$ cat src/rtl/muldiv_seq_if.sv
// Handshake between the EXE stage and the iterative multiply/divide sequencer.
interface muldiv_seq_if #(
  parameter int XLEN = 64
);
  logic            StartE;
  logic [2:0]      FunctE;
  logic [XLEN-1:0] SrcA_E;
  logic [XLEN-1:0] SrcB_E;
  logic [4:0]      RD_E;
  logic            FlushE;
  logic            StallE;
  logic            DoneE;
  logic [XLEN-1:0] ResultE;
  logic [4:0]      RdOut;

  // Pipeline side: issues M-ops and consumes stall/result
  modport master (
    output StartE, FunctE, SrcA_E, SrcB_E, RD_E, FlushE,
    input  StallE, DoneE, ResultE, RdOut
  );

  // Sequencer side
  modport slave (
    input  StartE, FunctE, SrcA_E, SrcB_E, RD_E, FlushE,
    output StallE, DoneE, ResultE, RdOut
  );
endinterface

$ cat src/rtl/muldiv_seq.sv
// Iterative RV64M multiply/divide sequencer owning the EXE stage.
//
// state | meaning
// IDLE  | waiting for an M-op; fast-path divides go straight to DONE
// RUN   | 64 shift-add / restoring-divide iterations, one per cycle
// FIX   | sign correction and result selection, result registered
// DONE  | one-cycle result strobe, pipeline released
module muldiv_seq (
  input  logic         clk,
  input  logic         reset,
  muldiv_seq_if.slave  bus
);
  typedef enum logic [1:0] {S_IDLE, S_RUN, S_FIX, S_DONE} state_t;

  state_t         state_q, state_d;
  logic [6:0]     cnt_q;
  logic [2:0]     funct_q;
  logic [4:0]     rd_q;
  logic           neg_res_q;
  logic           neg_rem_q;
  logic [63:0]    mcand_q;
  logic [127:0]   prod_q;
  logic [63:0]    result_q;
  logic [4:0]     rdout_q;

  // Operand decode for the op currently presented in EXE
  logic           is_div_in, sgn_a_in, sgn_b_in, neg_a, neg_b;
  logic [63:0]    mag_a, mag_b;
  logic           div_zero, div_ovf, fast, accept;
  logic [63:0]    fast_res;

  assign is_div_in = bus.FunctE[2];
  assign sgn_a_in  = (bus.FunctE == 3'b001) || (bus.FunctE == 3'b010) ||
                     (bus.FunctE == 3'b100) || (bus.FunctE == 3'b110);
  assign sgn_b_in  = (bus.FunctE == 3'b001) || (bus.FunctE == 3'b100) ||
                     (bus.FunctE == 3'b110);
  assign neg_a     = sgn_a_in & bus.SrcA_E[63];
  assign neg_b     = sgn_b_in & bus.SrcB_E[63];
  assign mag_a     = neg_a ? (~bus.SrcA_E + 64'd1) : bus.SrcA_E;
  assign mag_b     = neg_b ? (~bus.SrcB_E + 64'd1) : bus.SrcB_E;

  assign div_zero  = is_div_in && (bus.SrcB_E == 64'd0);
  assign div_ovf   = is_div_in && !bus.FunctE[0] &&
                     (bus.SrcA_E == 64'h8000_0000_0000_0000) &&
                     (bus.SrcB_E == 64'hFFFF_FFFF_FFFF_FFFF);
  assign fast      = div_zero || div_ovf;
  // Divide-by-zero takes precedence; REM variants select the remainder
  assign fast_res  = div_zero ? (bus.FunctE[1] ? bus.SrcA_E : 64'hFFFF_FFFF_FFFF_FFFF)
                              : (bus.FunctE[1] ? 64'd0 : bus.SrcA_E);
  assign accept    = (state_q == S_IDLE) && bus.StartE && !bus.FlushE;

  // One multiply iteration: conditional add into upper half, then shift right
  logic [64:0]    mul_sum;
  logic [127:0]   mul_step;
  assign mul_sum  = {1'b0, prod_q[127:64]} + (prod_q[0] ? {1'b0, mcand_q} : 65'd0);
  assign mul_step = {mul_sum, prod_q[63:1]};

  // One restoring-divide iteration on {remainder, dividend/quotient}
  logic [64:0]    rem_sh, div_diff;
  logic [127:0]   div_step;
  assign rem_sh   = {prod_q[127:64], prod_q[63]};
  assign div_diff = rem_sh - {1'b0, mcand_q};
  assign div_step = div_diff[64] ? {rem_sh[63:0], prod_q[62:0], 1'b0}
                                 : {div_diff[63:0], prod_q[62:0], 1'b1};

  // Sign correction and output selection
  logic [127:0]   prod_fix;
  logic [63:0]    quo_fix, rem_fix, fix_res;
  assign prod_fix = neg_res_q ? (~prod_q + 128'd1) : prod_q;
  assign quo_fix  = neg_res_q ? (~prod_q[63:0] + 64'd1) : prod_q[63:0];
  assign rem_fix  = neg_rem_q ? (~prod_q[127:64] + 64'd1) : prod_q[127:64];

  // Pick product half, quotient or remainder by funct3
  always_comb begin
    fix_res = prod_fix[63:0];
    case (funct_q)
      3'b000:                 fix_res = prod_fix[63:0];
      3'b001, 3'b010, 3'b011: fix_res = prod_fix[127:64];
      3'b100, 3'b101:         fix_res = quo_fix;
      default:                fix_res = rem_fix;
    endcase
  end

  // State register
  always_ff @(posedge clk) begin
    if (!reset) state_q <= S_IDLE;
    else        state_q <= state_d;
  end

  // Next-state logic
  always_comb begin
    state_d = state_q;
    case (state_q)
      S_IDLE: if (accept) state_d = fast ? S_DONE : S_RUN;
      S_RUN: begin
        if (bus.FlushE)              state_d = S_IDLE;
        else if (cnt_q == 7'd63)     state_d = S_FIX;
      end
      S_FIX:  state_d = bus.FlushE ? S_IDLE : S_DONE;
      default: state_d = S_IDLE;
    endcase
  end

  // Outputs: stall acts in the issuing cycle, both forced low during reset
  always_comb begin
    bus.StallE = 1'b0;
    bus.DoneE  = 1'b0;
    if (reset) begin
      bus.StallE = (accept && !fast) || (state_q == S_RUN) || (state_q == S_FIX);
      bus.DoneE  = (state_q == S_DONE) && !bus.FlushE;
    end
  end

  assign bus.ResultE = result_q;
  assign bus.RdOut   = rdout_q;

  // Datapath: operand capture, iterations and result registration
  always_ff @(posedge clk) begin
    if (!reset) begin
      cnt_q     <= 7'd0;
      funct_q   <= 3'd0;
      rd_q      <= 5'd0;
      neg_res_q <= 1'b0;
      neg_rem_q <= 1'b0;
      mcand_q   <= 64'd0;
      prod_q    <= 128'd0;
      result_q  <= 64'd0;
      rdout_q   <= 5'd0;
    end else begin
      case (state_q)
        S_IDLE: begin
          if (accept) begin
            funct_q   <= bus.FunctE;
            rd_q      <= bus.RD_E;
            cnt_q     <= 7'd0;
            neg_res_q <= neg_a ^ neg_b;
            neg_rem_q <= neg_a;
            if (fast) begin
              result_q <= fast_res;
              rdout_q  <= bus.RD_E;
            end else if (is_div_in) begin
              prod_q  <= {64'd0, mag_a};
              mcand_q <= mag_b;
            end else begin
              prod_q  <= {64'd0, mag_b};
              mcand_q <= mag_a;
            end
          end
        end
        S_RUN: begin
          prod_q <= funct_q[2] ? div_step : mul_step;
          cnt_q  <= cnt_q + 7'd1;
        end
        S_FIX: begin
          if (!bus.FlushE) begin
            result_q <= fix_res;
            rdout_q  <= rd_q;
          end
        end
        default: ;
      endcase
    end
  end
endmodule

$ cat src/flat_wrapper.sv
// flat-port wrapper written by rule: the top's interface ports become plain ports
module muldiv_seq_flat 
  (clk, reset, bus_StartE, bus_FunctE, bus_SrcA_E, bus_SrcB_E, bus_RD_E, bus_FlushE, bus_StallE, bus_DoneE, bus_ResultE, bus_RdOut);
  muldiv_seq_if #(.XLEN(64)) bus_i ();
  input  logic clk;
  input  logic reset;
  input wire logic [$bits(bus_i.StartE)-1:0] bus_StartE;
  input wire logic [$bits(bus_i.FunctE)-1:0] bus_FunctE;
  input wire logic [$bits(bus_i.SrcA_E)-1:0] bus_SrcA_E;
  input wire logic [$bits(bus_i.SrcB_E)-1:0] bus_SrcB_E;
  input wire logic [$bits(bus_i.RD_E)-1:0] bus_RD_E;
  input wire logic [$bits(bus_i.FlushE)-1:0] bus_FlushE;
  output wire logic [$bits(bus_i.StallE)-1:0] bus_StallE;
  output wire logic [$bits(bus_i.DoneE)-1:0] bus_DoneE;
  output wire logic [$bits(bus_i.ResultE)-1:0] bus_ResultE;
  output wire logic [$bits(bus_i.RdOut)-1:0] bus_RdOut;
  assign bus_i.StartE = bus_StartE;
  assign bus_i.FunctE = bus_FunctE;
  assign bus_i.SrcA_E = bus_SrcA_E;
  assign bus_i.SrcB_E = bus_SrcB_E;
  assign bus_i.RD_E = bus_RD_E;
  assign bus_i.FlushE = bus_FlushE;
  assign bus_StallE = bus_i.StallE;
  assign bus_DoneE = bus_i.DoneE;
  assign bus_ResultE = bus_i.ResultE;
  assign bus_RdOut = bus_i.RdOut;
  muldiv_seq u_core (.clk(clk), .reset(reset), .bus(bus_i));
endmodule
$ cat config.mk
export PLATFORM = sky130hd
export DESIGN_NAME = muldiv_seq_flat
export DESIGN_NICKNAME = d
export VERILOG_FILES = /design/src/rtl/muldiv_seq_if.sv /design/src/rtl/muldiv_seq.sv /design/src/flat_wrapper.sv
export SDC_FILE = /design/constraint.sdc
export NUM_CORES = 2
export LEC_CHECK = 0
export CAP_MARGIN = 20
export CORE_MARGIN = 3
export CORE_UTILIZATION = 35
export CTS_CLUSTER_DIAMETER = 50
export DETAILED_ROUTE_END_ITERATION = 16
export GPL_TIMING_DRIVEN = 0
export PLACE_DENSITY = 0.6
export SETUP_SLACK_MARGIN = 0.05
export SLEW_MARGIN = 10
export SYNTH_ARGS = -nofsm -noshare
export SYNTH_HDL_FRONTEND = slang
export SYNTH_SLANG_ARGS = --single-unit
$ cat constraint.sdc
create_clock -name clk -period 9.3 [get_ports clk]
set_clock_uncertainty 0.05 [all_clocks]
set_input_delay 1.86 -clock clk [delete_from_list [all_inputs] [get_ports clk]]
set_output_delay 1.86 -clock clk [all_outputs]
set_load 0.03 [all_outputs]
==> out/summary.md <==
In this run, post-CTS repair resized a total of 0 instances. The detailed-route vias per instance is 6.65, and the pin count of the biggest net entering global routing is 16. Switching share of power: 0.425.

The highest ir drop seen on vdd is 164 uV. The met2 layer usage reported by global route came out at 0.623. The multi-input combinational cells in the finished layout cover a total of 0.0237 mm^2.

Dividing the detail-routed wire length by the instance count gives 35.4 um. The count of input and output buffers works out to 205. The share of flip-flops with an asynchronous set or reset came out at 0.

The H-tree generated during clock tree synthesis spans 2 levels. The number of antenna violations at the first check in global routing is 18, and the total of warnings raised by yosys is 0. The cell class contributing the biggest share of worst-path delay was buffers and inverters. The path class of the tightest hold or removal check is flip-flop to flip-flop. The most common cell in the synthesized netlist is nor2_1.

The logs give 4,527 for the number of cells produced by synthesis and 52 for the number of CTS-inserted buffers. The clock net in this run drives a total of 280 sinks. For the number of remaining DRC errors, the log shows 0. The transition at the pin with the smallest max-transition slack was 1.27 ns. The detail route stage leaves a number of antenna-violating nets equal to 0. The worst setup path is captured at a primary output. The max-cap violation count was 0; the smallest hold slack was 0.394 ns.

The floorplan step set the die width to 305 um. The insertion delay to the later sink of the worst-skew pair was 0.65 ns; the delay contributed by the slowest stage of the critical path was 0.70 ns. The number of buffers and inverters on the critical path is 5. The congestion estimate from routability-driven global placement came to 1.09.

The sequential cells in the finished layout cover a total of 0.00561 mm^2. The maximum fanout encountered on the critical timing path was 10. Max-slew headroom at the worst pin: 0.150.

The top-level port count is 211, and the power density over the cells is 144 mW/mm^2. After clock tree synthesis, the flow added hold-fix buffers numbering 0. For the number of global-route vias before repair, the log shows 35,600. For the hold violation count in the final report, the log shows 0. Walking the worst path, the cells encountered are clkdlybuf4s50_1 -> inv_1 -> ha_1 -> nand4b_1 -> or4_4 -> nor4_4 -> a22oi_2 -> nand2_1 -> buf_2 -> buf_1 -> a31oi_1 -> clkdlybuf4s50_1. Cell internal power was estimated by the tool at 0.00304 W. For the share of power burned in the clock network, the log shows 0.395. For the met1 global-route usage, the log shows 0.564. Counting instances in the post-synthesis netlist gives the leading cell types as nor2_1 (484), nand2_1 (444), a21oi_1 (402), o21ai_0 (361), clkbuf_1 (326). Die footprint: 0.0933 mm^2. In this run the power spent charging and discharging nets is 0.00225 W.

The met3 layer usage reported by global route came out at 0.139. The cell repeated most along the worst path is clkdlybuf4s50_1. The total number of placement rows is 109. Synthesis inferred 280 register bits. Mean instance size in the synthesized netlist: 6.93 um^2.

The category of the critical setup timing path is primary input to primary output. The fraction of synthesized cell area taken by the top area cell type is 0.179, and the part of the cycle the worst path needs is 0.963. The layer flagged by global routing as most heavily used is met2. At the worst endpoint, the required time is 7.39 ns. Part of the power in registers: 0.249. The tree is rooted in a clkbuf_16.

Summing over every cut layer, the via total after detailed routing is 40,000. Yosys mapped a number of flops with a built-in enable equal to 0. The tools report the power share of the combinational group as 0.355.

The number of setup buffers added after CTS is 0. Sorting the synthesized cells by area gives the leading types as dfxtp_1 (18%), a21oi_1 (6.4%), xnor2_1 (6.1%). Clock-pin slew was measured on the worst setup and hold paths at 0.06 ns. In this run the deepest clock path goes through 3 buffers.

The post-route standard cell area excluding fillers is 0.0368 mm^2. The flow ran to the end, and the final reports show no timing, DRC or antenna violations. Setup repair after global routing left no endpoint under its margin. Data arrives at the worst endpoint at 7.05 ns. Among all flip-flop cells after synthesis, the most frequent one is dfxtp_1. Static timing analysis puts the maximum clock frequency at 0.112 GHz. The initial cell density of the core is 0.354. TritonCTS built the clock tree. The worst setup path is launched from a primary input. Summed over all cells, the static leakage comes to 13.5 nW. The largest area contributor in the netlist is dfxtp_1. The run gives 4,803 as the synthesized netlist net count. The layout has 9,606 filler cells.

In this run the cell area measured after placement is 0.0349 mm^2. The run gives 174 mm as the HPWL reported at the end of detailed placement. The tools report the aggregate global-route resource usage as 0.433.

The overall routed net length was 213 mm; the overall die height was 305 um. Setup violations remaining at the end of the flow were counted as 0. The final layout contains 5,066 nets. The cell with the largest stage delay on the worst path is clkdlybuf4s50_1. Floorplan core area: 0.0886 mm^2. The first routing iteration left 6,231 violations. The tools report the cell area after synthesis as 0.0314 mm^2. The final critical-path required period was 8.96 ns; the number of distinct library cells after synthesis was 99. The summed negative setup slack over all endpoints is 0 ns, and the share of final-layout standard cells stronger than drive strength 1 is 0.0449. The detailed-routing iteration count for the pre-antenna-repair pass is 6. The first global-routing pass estimated 288 mm of wire. The synthesis-to-finish area growth is 17.3%, and the sequential share of the synthesized area is 0.179. The number of slew-limit violations in the final report is 0. The final global-route overflow total came out at 0.
## per-layer routing
layer / vias up / routed length, um
li1: 17200 / -
met1: 19300 / 84600
met2: 2838 / 85800
met3: 605 / 26300
met4: 10 / 16000
met5: - / 105
## power groups by stage
stage | logic, W | registers, W | clock network [W]
final | 0.00188 | 0.00132 | 0.00209
after global routing | 0.00193 | 0.00132 | 0.00213
after CTS | 0.00178 | 0.00131 | 0.00208
after detailed placement | 0.00177 | 0.00134 | 0
after global placement | 0.00178 | 0.00134 | 0
after floorplan | 0.00102 | 0.00131 | 0
## logic make-up after synthesis
group / count (synthesis) / share of synthesized area
AO/OA/AOI/OAI: 1510 / 0.311
XOR/XNOR: 370 / 0.103
adder cells (fa/ha/maj): 173 / 0.0665
buffers and inverters: 529 / 0.0663
flip-flops: 280 / 0.179
multiplexers: 129 / 0.0415
AND/OR/NAND/NOR: 1536 / 0.233
## registers in the layout, indices dropped and copies added, names as in the netlist, 2 cells and up
signal,count
u_core.prod_q,128
u_core.bus.RdOut,5
u_core.funct_q,3
u_core.cnt_q,7
u_core.mcand_q,64
u_core.rd_q,5
u_core.bus.ResultE,64
u_core.state_q,2
## worst min-delay path: stages (launching register included)
cell	delay (ns)
dfxtp_1	0.30
nand2_1	0.05
nand2_1	0.04
## final timing paths
path                          startpoint                endpoint  slack [ns]  cells after the start
setup / recovery           bus_SrcA_E[0]              bus_StallE        0.34                     12
hold / removal    u_core.bus.ResultE[24]  u_core.bus.ResultE[24]        0.39                      2
setup reg to reg        u_core.prod_q[0]  u_core.bus.ResultE[36]        3.35                     13
hold reg to reg   u_core.bus.ResultE[24]  u_core.bus.ResultE[24]        0.39                      2
## stage by stage
stage               utilization  power (W)  cells  setup slack [ns]
global route              0.415    0.00538   6000             0.298
finish                    0.415    0.00529   6008             0.341
global placement          0.393    0.00312   5897             0.506
detailed placement        0.394    0.00311   5901             0.574
CTS                       0.415    0.00517   5999             0.534
floorplan                     -    0.00233   4527              2.90
## layout by cell type (no fill, tap or decap), types with 23 or more instances in the layout
cell / netlist / routed
nor2_1: 484 / 484
nand2_1: 444 / 444
a21oi_1: 402 / 402
o21ai_0: 361 / 361
clkbuf_1: 326 / 330
dfxtp_1: 280 / 280
xnor2_1: 218 / 218
clkdlybuf4s50_1: 0 / 205
xor2_1: 152 / 152
ha_1: 134 / 134
inv_1: 128 / 128
mux2i_1: 120 / 120
nor3_1: 118 / 118
a211oi_1: 110 / 110
nand4_1: 84 / 84
nand3_1: 79 / 79
o31ai_1: 76 / 75
o211ai_1: 66 / 66
a21o_1: 64 / 64
or3_1: 56 / 56
nor4_1: 53 / 53
clkbuf_16: 0 / 53
or4_1: 45 / 45
a221oi_1: 43 / 43
buf_2: 40 / 42
a31oi_1: 37 / 37
maj3_1: 37 / 37
a22oi_1: 35 / 35
o41ai_1: 32 / 32
nand2b_1: 29 / 29
o221ai_1: 29 / 29
and2_1: 27 / 27
a32o_1: 27 / 27
o21ai_1: 24 / 24
o21a_1: 23 / 23
## layout make-up
type,count,share of cell area
clock inverters,38,0.0134
well taps,1165,0.0396
inverters,133,0.0136
clock buffers,60,0.0376
flip-flops and latches,280,0.152
repair buffers,209,0.0564
multi-input cells,3718,0.644
diodes,9,0.000612
plain buffers,396,0.0430
(Power assumes the default switching activity.)
